### config.mk
export PLATFORM = sky130hd
export DESIGN_NAME = mest_pro_run_seq
export DESIGN_NICKNAME = d
export VERILOG_FILES = /design/src/rtl/mest_pro_pkg.sv /design/src/rtl/mest_pro_result_fifo.sv /design/src/rtl/mest_pro_run_seq.sv
export SDC_FILE = /design/constraint.sdc
export NUM_CORES = 1
export LEC_CHECK = 0
export CAP_MARGIN = 5
export CORE_MARGIN = 2
export CORE_UTILIZATION = 55
export CTS_CLUSTER_DIAMETER = 60
export DETAILED_ROUTE_END_ITERATION = 12
export GPL_TIMING_DRIVEN = 0
export MAX_ROUTING_LAYER = met4
export PLACE_DENSITY = 0.74
export SKIP_CTS_REPAIR_TIMING = 1
export SLEW_MARGIN = 15
export SYNTH_ARGS = -nofsm -noshare
export SYNTH_HDL_FRONTEND = slang
export SYNTH_SLANG_ARGS = --single-unit
export TNS_END_PERCENT = 100
### constraint.sdc
create_clock -name clk -period 3.2 [get_ports clk]
set_clock_uncertainty 0.2 [all_clocks]
set_input_delay 0.48 -clock clk [delete_from_list [all_inputs] [get_ports clk]]
set_output_delay 0.48 -clock clk [all_outputs]
set_load 0.03 [all_outputs]
### src/rtl/mest_pro_pkg.sv
// Shared definitions for the program-run sequencer: sequencer states and
// default parameter values used by the top and its capture FIFO.
package mest_pro_pkg;

  localparam int DEF_RESULT_WIDTH   = 8;
  localparam int DEF_FIFO_DEPTH     = 16;
  localparam int DEF_NUM_RUNS       = 4;
  localparam int DEF_RESET_CYCLES   = 4;
  localparam int DEF_TIMEOUT_CYCLES = 1024;
  localparam int RUN_COUNT_W        = 8;

  typedef enum logic [2:0] {
    ST_IDLE,
    ST_DUT_RST,
    ST_START,
    ST_RUN,
    ST_NEXT,
    ST_DONE
  } state_t;

endpackage

### src/rtl/mest_pro_result_fifo.sv
// Sync capture FIFO; registered read, data 1 cycle after an accepted pop.
// No backpressure: a push while full without a same-cycle pop is dropped and flagged on drop.
module mest_pro_result_fifo #(
  parameter int WIDTH = 10,
  parameter int DEPTH = 16
) (
  input  logic             clk,
  input  logic             i_reset,
  input  logic             wr_vld,
  input  logic [WIDTH-1:0] wr_dat,
  input  logic             rd_en,
  output logic             rd_vld,
  output logic [WIDTH-1:0] rd_dat,
  output logic             empty,
  output logic             full,
  output logic             drop
);

  localparam int AW = $clog2(DEPTH);
  localparam int CW = AW + 1;

  logic [WIDTH-1:0] mem [DEPTH];
  logic [AW-1:0]    wptr;
  logic [AW-1:0]    rptr;
  logic [CW-1:0]    count;
  logic             do_push;
  logic             do_pop;

  assign empty   = (count == '0);
  assign full    = (count == CW'(DEPTH));
  assign do_pop  = rd_en && !empty;
  // A pop in the same cycle frees the slot, so a full-FIFO push still lands.
  assign do_push = wr_vld && (!full || do_pop);
  assign drop    = wr_vld && !do_push;

  always_ff @(posedge clk) begin
    if (do_push) begin
      mem[wptr] <= wr_dat;
    end
  end

  always_ff @(posedge clk) begin
    if (i_reset) begin
      wptr   <= '0;
      rptr   <= '0;
      count  <= '0;
      rd_vld <= 1'b0;
      rd_dat <= '0;
    end else begin
      rd_vld <= do_pop;
      if (do_push) begin
        wptr <= wptr + AW'(1);
      end
      if (do_pop) begin
        rd_dat <= mem[rptr];
        rptr   <= rptr + AW'(1);
      end
      case ({do_push, do_pop})
        2'b10:   count <= count + CW'(1);
        2'b01:   count <= count - CW'(1);
        default: count <= count;
      endcase
    end
  end

endmodule

### src/rtl/mest_pro_run_seq.sv
// Campaign sequencer: resets, starts and watches a DUT for NUM_RUNS runs, capturing results into a FIFO.
// Control outputs are registered from next state; host reads have 1-cycle latency, captures drop when full.
module mest_pro_run_seq
  import mest_pro_pkg::*;
#(
  parameter int RESULT_WIDTH   = DEF_RESULT_WIDTH,
  parameter int FIFO_DEPTH     = DEF_FIFO_DEPTH,
  parameter int NUM_RUNS       = DEF_NUM_RUNS,
  parameter int RESET_CYCLES   = DEF_RESET_CYCLES,
  parameter int TIMEOUT_CYCLES = DEF_TIMEOUT_CYCLES
) (
  input  logic                    clk,
  input  logic                    i_reset,
  input  logic                    i_enable,
  output logic                    o_busy,
  output logic                    o_done,
  output logic                    o_timeout,
  output logic                    o_dut_reset_n,
  output logic                    o_memory_reset,
  output logic                    o_start,
  input  logic [RESULT_WIDTH-1:0] i_result,
  input  logic                    i_valid_result,
  input  logic                    i_carry,
  input  logic                    i_zero_flag,
  input  logic                    i_all_done,
  input  logic                    i_rd_en,
  output logic [RESULT_WIDTH+1:0] o_rd_data,
  output logic                    o_rd_valid,
  output logic                    o_fifo_empty,
  output logic                    o_fifo_full,
  output logic                    o_overflow,
  output logic [RUN_COUNT_W-1:0]  o_run_count
);

  localparam int RC_W = $clog2(RESET_CYCLES) + 1;
  localparam int WD_W = $clog2(TIMEOUT_CYCLES) + 1;

  state_t                 state;
  state_t                 state_n;
  logic [RC_W-1:0]        rst_cnt;
  logic [WD_W-1:0]        wdog;
  logic                   wd_hit;
  logic [RUN_COUNT_W-1:0] run_count_inc;
  logic                   fifo_wr;
  logic                   fifo_drop;

  assign wd_hit        = (wdog == WD_W'(TIMEOUT_CYCLES - 1));
  assign run_count_inc = o_run_count + RUN_COUNT_W'(1);
  assign fifo_wr       = (state == ST_RUN) && i_valid_result;

  always_comb begin
    state_n = state;
    case (state)
      ST_IDLE:    if (i_enable) state_n = ST_DUT_RST;
      ST_DUT_RST: if (rst_cnt == RC_W'(RESET_CYCLES - 1)) state_n = ST_START;
      ST_START:   state_n = ST_RUN;
      ST_RUN: begin
        if (i_all_done)  state_n = ST_NEXT;
        else if (wd_hit) state_n = ST_DONE;
      end
      ST_NEXT:    state_n = (run_count_inc == RUN_COUNT_W'(NUM_RUNS)) ? ST_DONE : ST_DUT_RST;
      ST_DONE:    if (!i_enable) state_n = ST_IDLE;
      default:    state_n = ST_IDLE;
    endcase
  end

  always_ff @(posedge clk) begin
    if (i_reset) begin
      state          <= ST_IDLE;
      rst_cnt        <= '0;
      wdog           <= '0;
      o_run_count    <= '0;
      o_timeout      <= 1'b0;
      o_overflow     <= 1'b0;
      o_dut_reset_n  <= 1'b0;
      o_memory_reset <= 1'b1;
      o_start        <= 1'b0;
      o_busy         <= 1'b0;
      o_done         <= 1'b0;
    end else begin
      state   <= state_n;
      rst_cnt <= (state == ST_DUT_RST) ? rst_cnt + RC_W'(1) : '0;
      // Held at zero outside RUN, so every RUN entry starts a fresh count.
      if (state != ST_RUN)  wdog <= '0;
      else if (wdog != '1)  wdog <= wdog + WD_W'(1);

      if (state == ST_IDLE && i_enable) begin
        o_run_count <= '0;
        o_timeout   <= 1'b0;
        o_overflow  <= 1'b0;
      end
      if (state == ST_NEXT)                        o_run_count <= run_count_inc;
      if (state == ST_RUN && !i_all_done && wd_hit) o_timeout  <= 1'b1;
      if (fifo_drop)                               o_overflow  <= 1'b1;

      o_dut_reset_n  <= (state_n != ST_DUT_RST);
      o_memory_reset <= (state_n == ST_DUT_RST);
      o_start        <= (state_n == ST_START);
      o_busy         <= (state_n == ST_DUT_RST) || (state_n == ST_START) ||
                        (state_n == ST_RUN) || (state_n == ST_NEXT);
      o_done         <= (state_n == ST_DONE);
    end
  end

  mest_pro_result_fifo #(
    .WIDTH (RESULT_WIDTH + 2),
    .DEPTH (FIFO_DEPTH)
  ) u_fifo (
    .clk     (clk),
    .i_reset (i_reset),
    .wr_vld  (fifo_wr),
    .wr_dat  ({i_carry, i_zero_flag, i_result}),
    .rd_en   (i_rd_en),
    .rd_vld  (o_rd_valid),
    .rd_dat  (o_rd_data),
    .empty   (o_fifo_empty),
    .full    (o_fifo_full),
    .drop    (fifo_drop)
  );

endmodule

After elaboration in Yosys (flattened, before gate mapping):

Memories as Yosys holds them, arrays and structs flattened. A register that Yosys moved wholly into a read port is not among the register bits.
Cells that the tools add are included.

* shifts and indexed selects: 0
* $mul: 0
* add/sub/neg operators: 7
* reductions and logical operators: 23
* equal/unequal tests: 19
* muxes and demuxes: 15
* bitwise logic cells: 1
* divide/modulo/power cells: 0
* order comparisons: 0

Operators with widths (count)
* 3-bit two-way mux: 6
* 3-bit case mux with 6 select lines: 1
* 8-bit two-way mux: 2
* 3-bit by 2-bit == test with 1-bit output, second input constant: 5
* 3-bit == test, second input constant: 4
* 11-bit by 1-bit adder with 11-bit output, second input constant: 1
* 11-bit by 10-bit == test with 1-bit output, second input constant: 1
* 11-bit != test, second input constant: 1
* 5-bit case mux with 2 select lines: 1
* 4-bit by 1-bit adder with 4-bit output, second input constant: 2
* 8-bit by 1-bit adder with 8-bit output, second input constant: 1
* 8-bit by 3-bit == test with 1-bit output, second input constant: 1
* 2-bit nonzero test: 4
* 1-bit logical AND: 7
* 3-bit by 1-bit == test with 1-bit output, second input constant: 2
* 5-bit by 1-bit adder with 5-bit output, second input constant: 1
* 5-bit == test, second input constant: 1
* 5-bit logical NOT: 1
* 1-bit two-way mux: 5
* 5-bit by 1-bit subtractor with 5-bit output, second input constant: 1
* 1-bit logical NOT: 4
* 1-bit logical OR: 4
* 2-bit OR reduction: 2
* 3-bit by 1-bit adder with 3-bit output, second input constant: 1
* 6 further kinds: 6

* output and inout bits: 28
* memory bits (read-only): 0
* RAM bits: 160
* input port bits: 16
* register bits: 46
* bits in latches: 0
* word-level logic and storage cells: 81
* memories kept: 1

Memories
* u_fifo.mem: depth 16, bits a word 10, rd ports 1, clocked after Yosys merged registers in 1, wr ports 1, line mest_pro_result_fifo.sv:22 `logic [WIDTH-1:0] mem [DEPTH];`

Depth between registers and ports, before layout:

* depth after elaboration: 8
* gate-level depth with buffers: 11
* gate-level depth less buffers: 10

By module:

Synthesis repeated with hierarchy kept, for this count alone.

* cell total of the unflattened synthesis: 608
* area, all modules: 8857.2 um^2

Modules (own cells, without submodules)
* mest_pro_result_fifo: seq. area each 5285.1 um^2, cells an instance 438, times used 1, area each 7433.4 um^2
* mest_pro_run_seq: seq. area each 640.6 um^2, cells an instance 170, times used 1, area each 1423.9 um^2

Worst setup path after synthesis:

No wires, ideal clock.

* path kind: register -> register
* start: reg u_fifo.count[0]
* end: reg u_fifo.count[4]
* clock period less this slack: 2.898 ns
* path slack: 0.302 ns
* required time: 2.925 ns
* stages on the path, launching flop included: 12
* arrival time: 2.623 ns
* path buffers: 1
* library setup time: 0.075 ns
* cells stage by stage: dfxtp_1 > or4_4 > buf_6 > o21a_4 > nand2_1 > inv_1 > ha_1 > nor2b_1 > o21a_1 > or4_1 > a21o_1 > a31oi_1

* word-level cells in the longest chain between the ends: 7
* elaborated cells between the ends (all ways): 13
* classes of those cells: add/sub: 2; eq/ne: 3; mux: 1; reduce/logical: 7

Ends and longest elaborated chain
* start, declared: line mest_pro_result_fifo.sv:25 `logic [CW-1:0] count;`
* start signal, assigned: line mest_pro_result_fifo.sv:59 `2'b10: count <= count + CW'(1);`
* start signal, assigned: line mest_pro_result_fifo.sv:60 `2'b01: count <= count - CW'(1);`
* start signal, assigned: line mest_pro_result_fifo.sv:61 `default: count <= count;`
* 5-bit logical NOT: line mest_pro_result_fifo.sv:29 `assign empty = (count == '0);`
* 1-bit logical NOT: line mest_pro_result_fifo.sv:31 `assign do_pop = rd_en && !empty;`
* 1-bit logical AND: line mest_pro_result_fifo.sv:31
* 1-bit logical OR: line mest_pro_result_fifo.sv:33 `assign do_push = wr_vld && (!full || do_pop);`
* 1-bit logical AND: line mest_pro_result_fifo.sv:33
* 2-bit by 1-bit == test with 1-bit output or 2-bit == test (tied branches): line mest_pro_result_fifo.sv:58 `case ({do_push, do_pop})`
* 5-bit case mux with 2 select lines or 2-bit nonzero test (tied branches)

Parallel ways exist; a longest one is shown, timed or not.
A chain may end at the register's enable or synchronous reset.

Worst setup path in the final report:

* start: in i_valid_result
* end: mem u_fifo.mem[11][5] (enable)

* word-level cells in the longest chain between the ends: 4

Ends and longest elaborated chain
* start, declared: line mest_pro_run_seq.sv:22 `input logic i_valid_result,`
* 1-bit logical AND: line mest_pro_run_seq.sv:49 `assign fifo_wr = (state == ST_RUN) && i_valid_result;`
* 1-bit logical AND: line mest_pro_result_fifo.sv:33
* 1-bit two-way mux: line mest_pro_result_fifo.sv:37 `if (do_push) begin`
* 1-bit two-way mux (implied by the code): line mest_pro_result_fifo.sv:38 `mem[wptr] <= wr_dat;`
* end, declared: line mest_pro_result_fifo.sv:22

No other way between the ends.

==> results.cfg <==
[outcome]
run_status = completed

[critical_path]
timing.critical_path.slowest_cell_delay_ps = 780
reg2reg_to = u_fifo.count[4]$_SDFFE_PP0P_
worst_setup_path_end_kind = register
setup_slack_on_the_worst_flop_to_flop_path_ps = 130
critical_path.cell_chain = clkdlybuf4s50_1, nand4b_1, a31oi_2, nand2_1, nor2_1
critPathLaunchType = input port
setup.worst_path.class = input port to register
critical_path.slowest_cell = sky130_fd_sc_hd__nor2_1
rr_worst_depth = 11
cp_data_arrival_time_ps = 2990
critPathMaxFanout = 10
worst-endpoint-required_ps = 3110
timing.rr.start = u_fifo.count[0]$_SDFFE_PP0P_
cp_top_family = simple AND/OR/NAND/NOR gates
cp.buffers_inverters = 1
timing.critical_path.depth = 5

[die]
fp.dieW_um = 129.3
height_of_the_chip_um = 129.3
start_util_pct = 56.61
core_area_sq_um = 15260
floorplan.io_pins = 44
rows = 45
dieArea_sq_um = 16720

[synthesis]
synth.distinct_cells = 53
synth_ff_type = sky130_fd_sc_hd__edfxtp_1
syn-num-nets = 594
synth_top_cell_area_share_pct = 55.63
synth_area_leader_cell = sky130_fd_sc_hd__edfxtp_1
number_of_synthesized_flops_with_an_enable_pin = 160
yosysSeqAreaShare_pct = 68.61
yosys-top-cells-count = sky130_fd_sc_hd__edfxtp_1 (160), sky130_fd_sc_hd__nor2_1 (73), sky130_fd_sc_hd__dfxtp_1 (56)
post_synth.cell_area_avg_sq_um = 15.29
ys_seq_elements = 216
synthMostInstantiatedCell = sky130_fd_sc_hd__edfxtp_1
syn_area_sq_um = 8637
ys_warn_count = 0
synth.top_cells.by_area = sky130_fd_sc_hd__edfxtp_1 (56%), sky130_fd_sc_hd__dfxtp_1 (13%), sky130_fd_sc_hd__mux4_2 (10%)
synthesis.instances = 565
async_reset_ff_share_pct = 0

[routing]
via_count = 5185
drc_errors = 0
avgViaCountPerCell = 6.015
routed_wirelength_um = 17990
ant_nets = 0
first_pass_iters = 5
drtIter0Drc = 515
routed_wire_length_per_instance_um = 20.87

[layout]
layout-drive-gt1-share_pct = 16.13
post-route-util_pct = 66.34
finalInstanceArea_sq_um = 10120
antenna_cells_inserted = 0
count_of_nets_after_finishing = 664
area_delta_synth_final_pct = 17.20
final_cell_count_no_fill = 862

[worst_hold_path]
min_path_cells = 2
min_to = state[1]$_SDFF_PP0_
worstHoldPathType = input port to register
critical_hold_path_startpoint = i_reset

[cts]
root_buffer = sky130_fd_sc_hd__clkbuf_16
clock_tree_from_tritoncts = built
clock_tree.buffer_depth = 3
path_clk_slew_ps = 60
clock_latency_ps = 490
tritoncts_buffer_count = 22
clock_tree.htree_level_count = 1
clkSinkCount = 216

[global_routing]
initial_antenna_violation_count = 0
via_count_of_the_first_global_routing_pass = 5134
gr-total-overflow = 0
maximum_number_of_pins_on_one_net_before_global_route_repair = 17
grt_pass1_wl_um = 28030
grt_use_total_pct = 22.80

[timing]
slew_viol_final = 0
timing_worst_slew_pin_value_ps = 1025
fin_crit_ps = 3076
rsz0062_at_grt = yes
worst_rel_slew_slack_pct = 31.41
final_min_period_over_clock_period_pct = 96.12
setup_viol_count_final = 0
finalHoldViolCount = 0
achievable-frequency_ghz = 0.3251
setup_total_negative_slack_ps = 0

[power]
total_power_mw = 7.051
power.static_leakage_nw = 3.312
p_per_cell_area_nw_per_um2 = 696.6
max-vdd-ir-drop_mv = 0.4744

[placement]
port_buffers = 42
placedCellCount = 822
place.gp.congestion = 0.8722
placed_cell_area_sq_um = 9371
detailed_place_hpwl_um = 11690

[job]
maxCapViolCount = 0
-- power breakdown --
part | switching, mW | leakage (nW) | internal [mW]
clock network | 1.02 | 0.356 | 1.55
logic | 0.740 | 1.06 | 0.609
registers | 0.0603 | 1.89 | 3.08
-- cells in the final DEF (no fill, tap or decap), types with 2 or more instances in the layout --
cell type                           n
sky130_fd_sc_hd__edfxtp_1         160
sky130_fd_sc_hd__nand2_1           20
sky130_fd_sc_hd__or2_2              3
sky130_fd_sc_hd__mux4_2            40
sky130_fd_sc_hd__inv_1              9
sky130_fd_sc_hd__a211oi_1           2
sky130_fd_sc_hd__nor2_2             2
sky130_fd_sc_hd__clkbuf_1          16
sky130_fd_sc_hd__nor2b_1            5
sky130_fd_sc_hd__clkbuf_16         23
sky130_fd_sc_hd__xnor2_1           10
sky130_fd_sc_hd__clkinv_1           5
sky130_fd_sc_hd__or4_1              2
sky130_fd_sc_hd__nor2_1            71
sky130_fd_sc_hd__mux2i_1            3
sky130_fd_sc_hd__buf_1              3
sky130_fd_sc_hd__ha_1              11
sky130_fd_sc_hd__bufinv_16          3
sky130_fd_sc_hd__a31oi_1            3
sky130_fd_sc_hd__nand3_1           10
sky130_fd_sc_hd__buf_2             10
sky130_fd_sc_hd__a21o_1             3
sky130_fd_sc_hd__or3_1              2
sky130_fd_sc_hd__clkinv_2           4
sky130_fd_sc_hd__and2_1             5
sky130_fd_sc_hd__o21ai_1            2
sky130_fd_sc_hd__xor2_1             7
sky130_fd_sc_hd__nand2b_1           2
sky130_fd_sc_hd__o211ai_1           2
sky130_fd_sc_hd__o21ai_0            8
sky130_fd_sc_hd__nor4_1             3
sky130_fd_sc_hd__buf_4              4
sky130_fd_sc_hd__clkdlybuf4s50_1   42
sky130_fd_sc_hd__dfxtp_1           56
sky130_fd_sc_hd__a21oi_1           38
sky130_fd_sc_hd__nand4_1            5
sky130_fd_sc_hd__a22oi_1           23
sky130_fd_sc_hd__nand3b_1           4
sky130_fd_sc_hd__nor3_2             4
-- cell families after synthesis --
family                   Yosys count  synth area share (%)
AO/OA/AOI/OAI                     92                 6.881
XOR/XNOR                          17                 1.724
adder cells (fa/ha/maj)           13                 1.970
buffers and inverters             38                 1.898
flip-flops                       216                 68.61
multiplexers                      44                 11.04
AND/OR/NAND/NOR                  145                 7.881
-- state kept, by name, indices dropped and copies added (netlist names) --
| name | cells |
|---|---|
| rst_cnt | 3 |
| o_busy | 1 |
| o_timeout | 1 |
| state | 3 |
| o_run_count | 8 |
| u_fifo.count | 5 |
| o_dut_reset_n | 1 |
| wdog | 11 |
| u_fifo.rd_vld | 1 |
| u_fifo.wptr | 4 |
| u_fifo.rd_dat | 10 |
| u_fifo.rptr | 4 |
| o_overflow | 1 |
| o_memory_reset | 1 |
| o_done | 1 |
| o_start | 1 |
| u_fifo.mem | 160 |
-- how the worst max path moves through the flow --
stage,from,to,slack (ps)
after floorplan,u_fifo.count[0]$_SDFFE_PP0P_,u_fifo.count[4]$_SDFFE_PP0P_,300
after global placement,i_valid_result,u_fifo.mem[3][5]$_DFFE_PP_,-710
after detailed placement,i_valid_result,u_fifo.mem[11][3]$_DFFE_PP_,-340
after CTS,u_fifo.count[0]$_SDFFE_PP0P_,u_fifo.count[4]$_SDFFE_PP0P_,50
after global routing,i_valid_result,u_fifo.mem[15][4]$_DFFE_PP_,-30
final,i_valid_result,u_fifo.mem[11][5]$_DFFE_PP_,120
-- worst register-to-register path, delay by kind of cell (launching register included) --
family / cells / cell delay (ps)
buffers and inverters: 2 / 280
AOI/OAI and AO/OA: 4 / 740
and+or+nand+nor: 4 / 1200
adders and majority gates: 1 / 240
DFF: 1 / 340
-- per-stage QoR --
stage	hold slack, ps	setup WS, ps
after floorplan	199.2	302.1
after global placement	207.5	-708.2
after detailed placement	218.5	-340.1
after CTS	129.2	45.79
after global routing	174.4	-26.95
final	144.7	124.1
-- layer usage --
layer / vias to the layer above / track usage, % / share of wire, %
li1: 2312 / - / -
met1: 2608 / 29.97 / 40
met2: 237 / 38.92 / 51
met3: 28 / 2.849 / 7.7
met4: 0 / 4.476 / 1.6
met5: - / - / 0
-- final cells by class --
type                            instances  area (sq um)
Multi-Input combinational cell        311          2585
Tap cell                              211         264.0
Fill cell                            1055          5136
Sequential cell                       216          5926
Clock buffer                           25         583.1
Clock inverter                         15         150.1
Inverter                                9         33.78
Timing Repair Buffer                   46         450.4
Buffer                                 29         130.1
(Power assumes the default switching activity.)
